==> config.mk <==
export PLATFORM = sky130hd
export DESIGN_NAME = operand_fetch
export DESIGN_NICKNAME = d
export VERILOG_FILES = /design/src/rtl/operand_fetch_pkg.sv /design/src/rtl/operand_fetch_scoreboard.sv /design/src/rtl/operand_fetch.sv
export SDC_FILE = /design/constraint.sdc
export NUM_CORES = 1
export LEC_CHECK = 0
export BUFFER_PORTS_ARGS = -buffer_cell sky130_fd_sc_hd__buf_2
export CAP_MARGIN = 20
export CORE_MARGIN = 10
export CORE_UTILIZATION = 50
export CTS_BUF_LIST = sky130_fd_sc_hd__clkbuf_16
export DETAILED_ROUTE_END_ITERATION = 10
export MAX_ROUTING_LAYER = met4
export PLACE_DENSITY = 0.85
export RECOVER_POWER = 25
export SLEW_MARGIN = 20
export SYNTH_ARGS = -nofsm -noshare
export SYNTH_HDL_FRONTEND = slang
export SYNTH_SLANG_ARGS = --single-unit
export TNS_END_PERCENT = 10
==> constraint.sdc <==
create_clock -name clk -period 3.83 [get_ports clk]
set_clock_uncertainty 0.15 [all_clocks]
set_input_delay 0.383 -clock clk [delete_from_list [all_inputs] [get_ports clk]]
set_output_delay 0.383 -clock clk [all_outputs]
set_load 0.02 [all_outputs]
==> src/rtl/operand_fetch_pkg.sv <==
// Shared constants and state encoding for the operand fetch stage.
package operand_fetch_pkg;
    localparam int N_DEF     = 64;             // data width per register
    localparam int R_DEF     = 32;             // architectural registers
    localparam int ASIZE_DEF = $clog2(R_DEF);  // register id width
    localparam int OPW_DEF   = 6;              // opcode field width

    typedef enum logic [1:0] {
        S_IDLE = 2'd0,
        S_READ = 2'd1,
        S_OUT  = 2'd2
    } of_state_e;
endpackage

==> src/rtl/operand_fetch_scoreboard.sv <==
// Busy-bit scoreboard of pending destination registers.
// A same-edge writeback to a looked-up register counts as no longer pending.
module reg_scoreboard #(
    parameter int R     = 32,
    parameter int ASIZE = $clog2(R)
) (
    input  logic             clk,
    input  logic             rst,
    input  logic             set_en,
    input  logic [ASIZE-1:0] set_id,
    input  logic             clr_en,
    input  logic [ASIZE-1:0] clr_id,
    input  logic [ASIZE-1:0] q_id1,
    input  logic [ASIZE-1:0] q_id2,
    input  logic [ASIZE-1:0] q_id3,
    output logic             pend1,
    output logic             pend2,
    output logic             pend3,
    output logic [R-1:0]     busy
);
    function automatic logic pend_of(input logic [R-1:0] b, input logic [ASIZE-1:0] id,
                                     input logic ce, input logic [ASIZE-1:0] cid);
        return b[id] && !(ce && cid == id);
    endfunction

    assign pend1 = pend_of(busy, q_id1, clr_en, clr_id);
    assign pend2 = pend_of(busy, q_id2, clr_en, clr_id);
    assign pend3 = pend_of(busy, q_id3, clr_en, clr_id);

    // Per-register update: a new producer beats a retiring one on the same edge.
    always_ff @(posedge clk) begin
        if (rst) begin
            busy <= '0;
        end else begin
            for (int i = 0; i < R; i++) begin
                if (set_en && set_id == ASIZE'(i))
                    busy[i] <= 1'b1;
                else if (clr_en && clr_id == ASIZE'(i))
                    busy[i] <= 1'b0;
            end
        end
    end
endmodule

==> src/rtl/operand_fetch.sv <==
// Decode-to-execute operand fetch: issues register file reads, forwards a
// same-edge writeback, blocks RAW/WAW hazards and hands a bundle to the ALU.
module operand_fetch
    import operand_fetch_pkg::*;
#(
    parameter int N     = N_DEF,
    parameter int R     = R_DEF,
    parameter int ASIZE = $clog2(R),
    parameter int OPW   = OPW_DEF
) (
    input  logic             clk,
    input  logic             rst,
    input  logic             dec_valid,
    output logic             dec_ready,
    input  logic [ASIZE-1:0] dec_rs1,
    input  logic [ASIZE-1:0] dec_rs2,
    input  logic [ASIZE-1:0] dec_rd,
    input  logic             dec_rd_we,
    input  logic [OPW-1:0]   dec_op,
    input  logic [N-1:0]     dec_imm,
    output logic [ASIZE-1:0] rf_rd_id1,
    output logic [ASIZE-1:0] rf_rd_id2,
    input  logic [N-1:0]     rf_data1,
    input  logic [N-1:0]     rf_data2,
    input  logic             wb_valid,
    input  logic [ASIZE-1:0] wb_rd,
    input  logic [N-1:0]     wb_data,
    output logic             ex_valid,
    input  logic             ex_ready,
    output logic [OPW-1:0]   ex_op,
    output logic [N-1:0]     ex_a,
    output logic [N-1:0]     ex_b,
    output logic [N-1:0]     ex_imm,
    output logic [ASIZE-1:0] ex_rd,
    output logic             ex_rd_we
);
    of_state_e        state, state_nxt;
    logic             pend_a, pend_b, pend_d;
    logic             hazard, can_take, accept;
    logic [R-1:0]     busy;

    logic [ASIZE-1:0] lat_rs1, lat_rs2, lat_rd;
    logic             lat_rd_we;
    logic [OPW-1:0]   lat_op;
    logic [N-1:0]     lat_imm;
    logic             fwd_a, fwd_b;
    logic [N-1:0]     fwd_val;

    reg_scoreboard #(.R(R), .ASIZE(ASIZE)) u_sb (
        .clk    (clk),
        .rst    (rst),
        .set_en (accept && dec_rd_we),
        .set_id (dec_rd),
        .clr_en (wb_valid),
        .clr_id (wb_rd),
        .q_id1  (dec_rs1),
        .q_id2  (dec_rs2),
        .q_id3  (dec_rd),
        .pend1  (pend_a),
        .pend2  (pend_b),
        .pend3  (pend_d),
        .busy   (busy)
    );

    assign hazard    = pend_a || pend_b || (dec_rd_we && pend_d);
    assign can_take  = (state == S_IDLE) || (state == S_OUT && ex_ready);
    assign dec_ready = can_take && !hazard && !rst;
    assign accept    = dec_valid && dec_ready;

    // The register file samples the id on the accept edge; hold it while reading.
    assign rf_rd_id1 = (state == S_READ) ? lat_rs1 : dec_rs1;
    assign rf_rd_id2 = (state == S_READ) ? lat_rs2 : dec_rs2;

    // State register.
    always_ff @(posedge clk) begin
        if (rst) state <= S_IDLE;
        else     state <= state_nxt;
    end

    // Next-state: IDLE -> READ on accept, READ -> OUT, OUT drains or chains.
    always_comb begin
        state_nxt = state;
        case (state)
            S_IDLE:  if (accept) state_nxt = S_READ;
            S_READ:  state_nxt = S_OUT;
            S_OUT:   if (ex_ready) state_nxt = accept ? S_READ : S_IDLE;
            default: state_nxt = S_IDLE;
        endcase
    end

    // Capture the accepted instruction and any writeback landing on its sources;
    // the register file returns the pre-write value so the forward must be held.
    always_ff @(posedge clk) begin
        if (rst) begin
            lat_rs1   <= '0;
            lat_rs2   <= '0;
            lat_rd    <= '0;
            lat_rd_we <= 1'b0;
            lat_op    <= '0;
            lat_imm   <= '0;
            fwd_a     <= 1'b0;
            fwd_b     <= 1'b0;
            fwd_val   <= '0;
        end else if (accept) begin
            lat_rs1   <= dec_rs1;
            lat_rs2   <= dec_rs2;
            lat_rd    <= dec_rd;
            lat_rd_we <= dec_rd_we;
            lat_op    <= dec_op;
            lat_imm   <= dec_imm;
            fwd_a     <= wb_valid && wb_rd == dec_rs1;
            fwd_b     <= wb_valid && wb_rd == dec_rs2;
            fwd_val   <= wb_data;
        end
    end

    // Output bundle: loaded from READ, held while the ALU stalls.
    always_ff @(posedge clk) begin
        if (rst) begin
            ex_valid <= 1'b0;
            ex_op    <= '0;
            ex_a     <= '0;
            ex_b     <= '0;
            ex_imm   <= '0;
            ex_rd    <= '0;
            ex_rd_we <= 1'b0;
        end else if (state == S_READ) begin
            ex_valid <= 1'b1;
            ex_op    <= lat_op;
            ex_a     <= fwd_a ? fwd_val : rf_data1;
            ex_b     <= fwd_b ? fwd_val : rf_data2;
            ex_imm   <= lat_imm;
            ex_rd    <= lat_rd;
            ex_rd_we <= lat_rd_we;
        end else if (state == S_OUT && ex_ready) begin
            ex_valid <= 1'b0;
        end
    end
endmodule

==> summary.md, run 1 <==
| Metric | Value |
|---|---|
| Outcome | finished with violations |
| Failing checks | DRC |
| Cells after DPL | 2567 |
| Cell Pwr Density | 425.8 nW/um^2 |
| Finished Core Util | 65.34% |
| Power share of the combinational group | 13.8% |
| CP Class | reg2out |
| WP data required | 3300 ps |
| Worst Tran Pin Value | 1035 ps |
| Commonest non-fill, non-tap cell in the layout | dfxtp_1 |
| # nets final | 2570 |
| CP endpoint kind | output pin |
| FMAX | 289.2 MHz |
| Row count | 68 |
| Clk sinks | 391 |
| Top Ports | 504 |
| # port buffers | 503 |
| Max clock buf depth | 3 |
| Initial antenna violation count | 25 |
| Pin count of the biggest net entering global routing | 186 |
| Chip height | 206.4 um |
| Max Cap Viol | 0 |
| Syn_nets | 2029 |
| Synth top area share | 45.08% |
| P_int | 7.023 mW |
| Max Slew Vio Count | 0 |
| Mapped cell area | 17360 um^2 |
| Avg Inst Size Synth | 9.973 um^2 |
| Clock power frac | 40.1% |
| Residual DRC | 1 |
| Filler Cell Count | 2619 |
| RSZ-0062 raised after global routing | no |
| Gpl congestion | 1.002 |
| Final Hold Vio Count | 0 |
| H-tree levels | 2 |
| Unique masters post-synth | 41 |
| Via density | 5.705 |
| GR Overflow Total | 0 |
| Arrival @ worst endpoint | 2920 ps |
| Final setup violating endpoints | 0 |
| Area Growth Syn to Fin | 29.34% |
| Sequential cell area fraction in the yosys report | 45.08% |
| Worst hold path class | in2reg |
| Slew margin rel. | 30.44% |
| Post-Synthesis Cells | 1741 |
| Switching Fraction | 26.56% |
| Setup WS post-layout | 372.7 ps |
| PostCTS Resize Cnt | 0 |
| Crit-path max FO | 4 |
| P_sw | 2.539 mW |
| First-pass DRT Iterations | 9 |
| Min Clock Period, post-route | 3457 ps |
| Worst-Skew Late Latency | 540 ps |
| YS warnings | 0 |
| Die W | 206.4 um |
| Initial Utilization | 50.51% |
| Global-route usage over all layers | 28.66% |
| Clock-pin transition on the worst setup and hold timing paths | 60 ps |
| Setup TNS | 0 ps |
| Inserted Clock Buffers | 42 |
| Commonest cells after routing, fill and taps aside | 389 x dfxtp_1, 352 x buf_2, 217 x nand2_1 |
| DIE AREA | 42580 um^2 |
| Period Utilization, post-route | 90.27% |
| Final Non-Filler Cells | 2792 |
| Via count of the routed design | 15930 |
| Leading area contributor after synthesis | dfxtp_1 |
| Dpl hpwl | 42610 um |
| Leakage power | 9.062 nW |
| Pre-CTS worst setup slack | 274.2 ps |
| Global-route wire length before repair | 93190 um |
| Iteration-0 DRC Markers | 1241 |
| CTS root buf | clkbuf_16 |
| Core area | 34370 um^2 |
| Wire per inst | 22.60 um |
| TritonCTS clock tree | yes |
| Post-Route WL | 63110 um |
| Worst setup SP type | flop |
| Worst vdd ir | 0.0003579 V |
| Antenna Nets Post-Route | 0 |
| Vias in the first global route | 16070 |
| Post-synthesis register bit count | 391 |
| Reg power frac | 46.1% |
| Share of layout cells above drive strength 1 | 27.19% |
| Area contributors post-synth | dfxtp_1 45%, mux2_4 9.9%, mux2i_1 8.0% |
==> registers in the layout, indices dropped and copies added (netlist names) <==
name,cells
state,2
fwd_a,1
ex_valid,1
lat_op,6
lat_rs2,5
lat_imm,64
ex_a,64
lat_rd,5
ex_b,64
u_sb.busy,32
ex_imm,64
fwd_b,1
lat_rs1,5
ex_rd,5
fwd_val,64
ex_op,6
lat_rd_we,1
ex_rd_we,1
==> critical path: stages, from the launching register on <==
cell,delay [ps]
dfxtp_1,380
mux4_2,480
mux2_2,270
a221oi_1,540
o41ai_1,210
nor3_1,290
buf_2,230
==> repair_timing <==
item / 4_1_cts / 5_1_grt
setup buffers: 0 / 0
hold buffers: 126 / 0
hold endpoints to repair: 126 / 0
==> per-stage QoR <==
stage          area [um^2]  hold WS [ps]  power, mW
5_1_grt              22460         25.03      9.872
3_5_place_dp         20040         288.2      5.681
3_3_place_gp         20040         283.8      5.642
6_report             22460         18.73      9.562
4_1_cts              22590         5.032      9.585
2_1_floorplan        17360         277.3      5.224
==> synth_stat cells (all sizes together) <==
cell     instances
o211ai           9
xnor2            3
o21ai           19
a31o            12
buf             54
nor2           147
a211oi         131
nand2b          10
or2              2
dfxtp          391
o311a            1
o311ai           7
nand4            3
nor3             4
mux2i          138
or3              3
xor2            12
a221oi           2
nor2b          143
nor3b            2
nor4            16
nand2          217
o31ai            4
inv              7
a31oi            1
a21oi           77
o41ai           14
nand3           33
o22ai            1
and3             6
mux4            22
mux2           143
clkbuf         101
a2111oi          1
nand3b           3
and2             2
==> worst paths after layout <==
kind / start / endpoint / slack (ps) / depth (start not counted)
hold / removal: rf_data2[59] / ex_b[59]$_SDFFE_PP0P_ / 20 / 3
setup reg to reg: u_sb.busy[31]$_SDFFE_PP0P_ / lat_imm[46]$_SDFFE_PP0P_ / 560 / 7
hold reg to reg: lat_imm[28]$_SDFFE_PP0P_ / ex_imm[28]$_SDFFE_PP0P_ / 290 / 2
setup / recovery: u_sb.busy[31]$_SDFFE_PP0P_ / dec_ready / 370 / 6
==> final cells by class <==
| type | count | area, um^2 | area share (%) |
|---|---|---|---|
| antenna | 24 | 60.06 | 0.2674 |
| clock buffer | 43 | 1076 | 4.791 |
| clock inverter | 32 | 210.2 | 0.9360 |
| inverter | 7 | 26.28 | 0.1170 |
| multi-input combinational | 1188 | 8832 | 39.33 |
| sequential | 391 | 7835 | 34.89 |
| tap | 455 | 569.3 | 2.535 |
| timing repair buffer | 652 | 3849 | 17.14 |
==> power groups by stage <==
stage / registers (mW) / clock network, mW / logic (mW)
after global routing: 4.42 / 4.04 / 1.41
after CTS: 4.39 / 3.87 / 1.32
after global placement: 4.47 / 0 / 1.17
final: 4.41 / 3.84 / 1.32
after floorplan: 4.57 / 0 / 0.658
after detailed placement: 4.48 / 0 / 1.20
==> kinds of logic after synthesis <==
group | synth area share, %
and+or+nand+nor | 15.82
DFF | 45.08
muxes | 22.57
AOI/OAI and AO/OA | 11.51
buffers and inverters | 4.266
xor gates and xnor gates | 0.7567
==> routing by layer <==
metal  global-route usage (%)  share of wire [%]
met1                    31.52                 37
met2                    47.30                 49
met3                    6.317                8.6
met4                    16.47                6.0
met5                        -                  0
(Power assumes the default switching activity.)
==> run 2: changes to the inputs <==
Settings changed: RECOVER_POWER 25 to 50.
==> run 2 against run 1 <==
The run ends with capacitance limit, slew limit left. Sequential share of layout area up 0.18 points. First-iteration DRC count up 0.73%. Core utilization down 0.36 points. Critical path depth unchanged. Via count about the same. Wire length up 0.21%. Global-route usage unchanged. Count of clock-buffer cells in the layout unchanged. Die area unchanged. Cell count unchanged. Sequential power about the same. Maximum frequency down 0.54%. Highest routed layer unchanged.
==> summary.md, run 2 (synthesis results as in run 1) <==
| Metric | Value |
|---|---|
| Residual DRC | 0 (was 1) |
| Finished Core Util | 64.98% (was 65.34%) |
| First-pass DRT Iterations | 5 (was 9) |
| Clk sinks | 391 (unchanged) |
| Pin count of the biggest net entering global routing | 186 (unchanged) |
| Cell Pwr Density | 428.4 nW/um^2 (was 425.8 nW/um^2) |
| Fin Hold WS | 15.75 ps (was 18.73 ps) |
| Hold path depth | 3 (unchanged) |
| Via count of the routed design | 15920 (was 15930) |
| FMAX | 287.7 MHz (was 289.2 MHz) |
| Clock power frac | 40.2% (was 40.1%) |
| Post-Route WL | 63240 um (was 63110 um) |
| Final Non-Filler Cells | 2792 (unchanged) |
| Min Clock Period, post-route | 3476 ps (was 3457 ps) |
| Power share of the combinational group | 13.7% (was 13.8%) |
| Top Ports | 504 (unchanged) |
| Sequential cell area | 7833 um^2 (was 7835 um^2) |
| Crit-path max FO | 4 (unchanged) |
| Multi-input logic area | 8825 um^2 (was 8832 um^2) |
| CP Class | reg2out (unchanged) |
| Cells after DPL | 2567 (unchanged) |
| Setup TNS | 0 ps (unchanged) |
| Switching Fraction | 26.66% (was 26.56%) |
| GR Overflow Total | 0 (unchanged) |
| Failing checks | capacitance limit, slew limit (was DRC) |
| TritonCTS clock tree | yes (unchanged) |
| Setup WS post-layout | 354.0 ps (was 372.7 ps) |
| Dpl hpwl | 42610 um (unchanged) |
| Area Growth Syn to Fin | 28.64% (was 29.34%) |
| Outcome | finished with violations (unchanged) |
| CP endpoint kind | output pin (unchanged) |
| Initial antenna violation count | 25 (unchanged) |
| Commonest non-fill, non-tap cell in the layout | dfxtp_1 (unchanged) |
| Via density | 5.703 (was 5.705) |
| DIE AREA | 42580 um^2 (unchanged) |
| Global-route wire length before repair | 93190 um (unchanged) |
| Share of layout cells above drive strength 1 | 24.64% (was 27.19%) |
| # port buffers | 503 (unchanged) |
| Global-route usage over all layers | 28.66% (unchanged) |
| Pre-CTS worst setup slack | 274.2 ps (unchanged) |
| Worst setup SP type | flop (unchanged) |
| Max Slew Vio Count | 267 (was 0) |
| Filler Cell Count | 2672 (was 2619) |
| Setup Fix Bufs, Post-CTS | 0 (unchanged) |
| Worst Tran Pin Value | 2040 ps (was 1035 ps) |
| Max Cap Viol | 3 (was 0) |
| Inserted Clock Buffers | 42 (unchanged) |
| Wire per inst | 22.65 um (was 22.60 um) |
| H-tree levels | 2 (unchanged) |
| Clock-pin transition on the worst setup and hold timing paths | 60 ps (about the same) |
| Antenna Nets Post-Route | 0 (unchanged) |
| Commonest cells after routing, fill and taps aside | 389 x dfxtp_1, 297 x buf_2, 217 x nand2_1 (was 389 x dfxtp_1, 352 x buf_2, 217 x nand2_1) |
| # nets final | 2570 (unchanged) |
| P_sw | 2.551 mW (was 2.539 mW) |
| Core area | 34370 um^2 (unchanged) |
| Slew margin rel. | -35.97% (was 30.44%) |
| Row count | 68 (unchanged) |
| Worst vdd ir | 0.0003589 V (was 0.0003579 V) |
| Iteration-0 DRC Markers | 1250 (was 1241) |
| CTS root buf | clkbuf_16 (unchanged) |
| Worst-Skew Late Latency | 550 ps (was 540 ps) |
| PostCTS Resize Cnt | 0 (unchanged) |
| Final setup violating endpoints | 0 (unchanged) |
| Leakage power | 8.805 nW (was 9.062 nW) |
| Final Hold Vio Count | 0 (unchanged) |
| Worst reg-to-reg path cell count | 4 (was 7) |
| Period Utilization, post-route | 90.76% (was 90.27%) |
| WP data required | 3300 ps (about the same) |
| Worst hold path class | in2reg (unchanged) |
| Initial Utilization | 50.51% (unchanged) |
| Gpl congestion | 1.002 (unchanged) |
| RSZ-0062 raised after global routing | no (unchanged) |
| Reg power frac | 46.1% (about the same) |
| Vias in the first global route | 16070 (unchanged) |
| Max clock buf depth | 3 (unchanged) |
| P_int | 7.019 mW (was 7.023 mW) |
| Die W | 206.4 um (unchanged) |
| Arrival @ worst endpoint | 2940 ps (was 2920 ps) |
| Chip height | 206.4 um (unchanged) |
-- run 2: cell count changes in the layout (fill, tap and decap cells not counted) --
cell and change:
dfxtp_2 +1, nand2b_4 -1, dfxtp_4 -1, buf_4 -4
clkbuf_1 +58, nand2b_1 +1, clkbuf_2 +3, buf_12 -2
buf_2 -55
-- run 2: through the flow --
stage | power [mW] | instance area [um^2]
5_1_grt | 9.870 | 22340
3_5_place_dp | 5.681 | 20040
2_1_floorplan | 5.224 | 17360
6_report | 9.569 | 22340
4_1_cts | 9.585 | 22590
3_3_place_gp | 5.642 | 20040
-- run 2: critical path, stage by stage, from the launching register on --
cell and delay (ps):
dfxtp_1 390, mux4_2 470, mux2_2 270, a221oi_1 560, o41ai_1 200, nor3_1 280
buf_2 230
-- run 2: worst paths after layout --
| path | startpoint | end | slack (ps) |
|---|---|---|---|
| min reg2reg | lat_imm[28]$_SDFFE_PP0P_ | ex_imm[28]$_SDFFE_PP0P_ | 280 |
| max reg2reg | state[1]$_SDFFE_PP0P_ | ex_imm[1]$_SDFFE_PP0P_ | 450 |
| min | rf_data2[59] | ex_b[59]$_SDFFE_PP0P_ | 20 |
| max | u_sb.busy[25]$_SDFFE_PP0P_ | dec_ready | 350 |
-- run 2: what timing repair did --
item	in CTS	in global routing
endpoints found under the setup margin	0	0
endpoints found under the hold margin	126	0
hold buffers	126	0
-- run 2: layout make-up --
| class | instances | share of cell area, % |
|---|---|---|
| sequential | 391 | 35.07 |
| tap | 455 | 2.549 |
| antenna | 24 | 0.2689 |
| clock inverter | 32 | 0.9411 |
| timing repair buffer | 652 | 16.73 |
| inverter | 7 | 0.1176 |
| multi-input combinational | 1188 | 39.51 |
| clock buffer | 43 | 4.818 |
-- run 2: per-layer routing --
layer | GRT usage (%) | share of wire (%) | up-vias | wire (um)
met1 | 31.52 | 37 | 7543 | 23280
met4 | 16.47 | 6.1 | 0 | 3858
met5 | - | 0 | - | 0
met3 | 6.317 | 8.7 | 267 | 5484
li1 | - | - | 7215 | -
met2 | 47.30 | 48 | 898 | 30620
-- run 2: power groups by stage --
stage | Combinational (mW) | Sequential [mW] | Clock (mW)
after floorplan | 0.658 | 4.57 | 0
after global placement | 1.17 | 4.47 | 0
final | 1.31 | 4.41 | 3.85
after CTS | 1.32 | 4.39 | 3.87
after detailed placement | 1.20 | 4.48 | 0
after global routing | 1.40 | 4.43 | 4.04
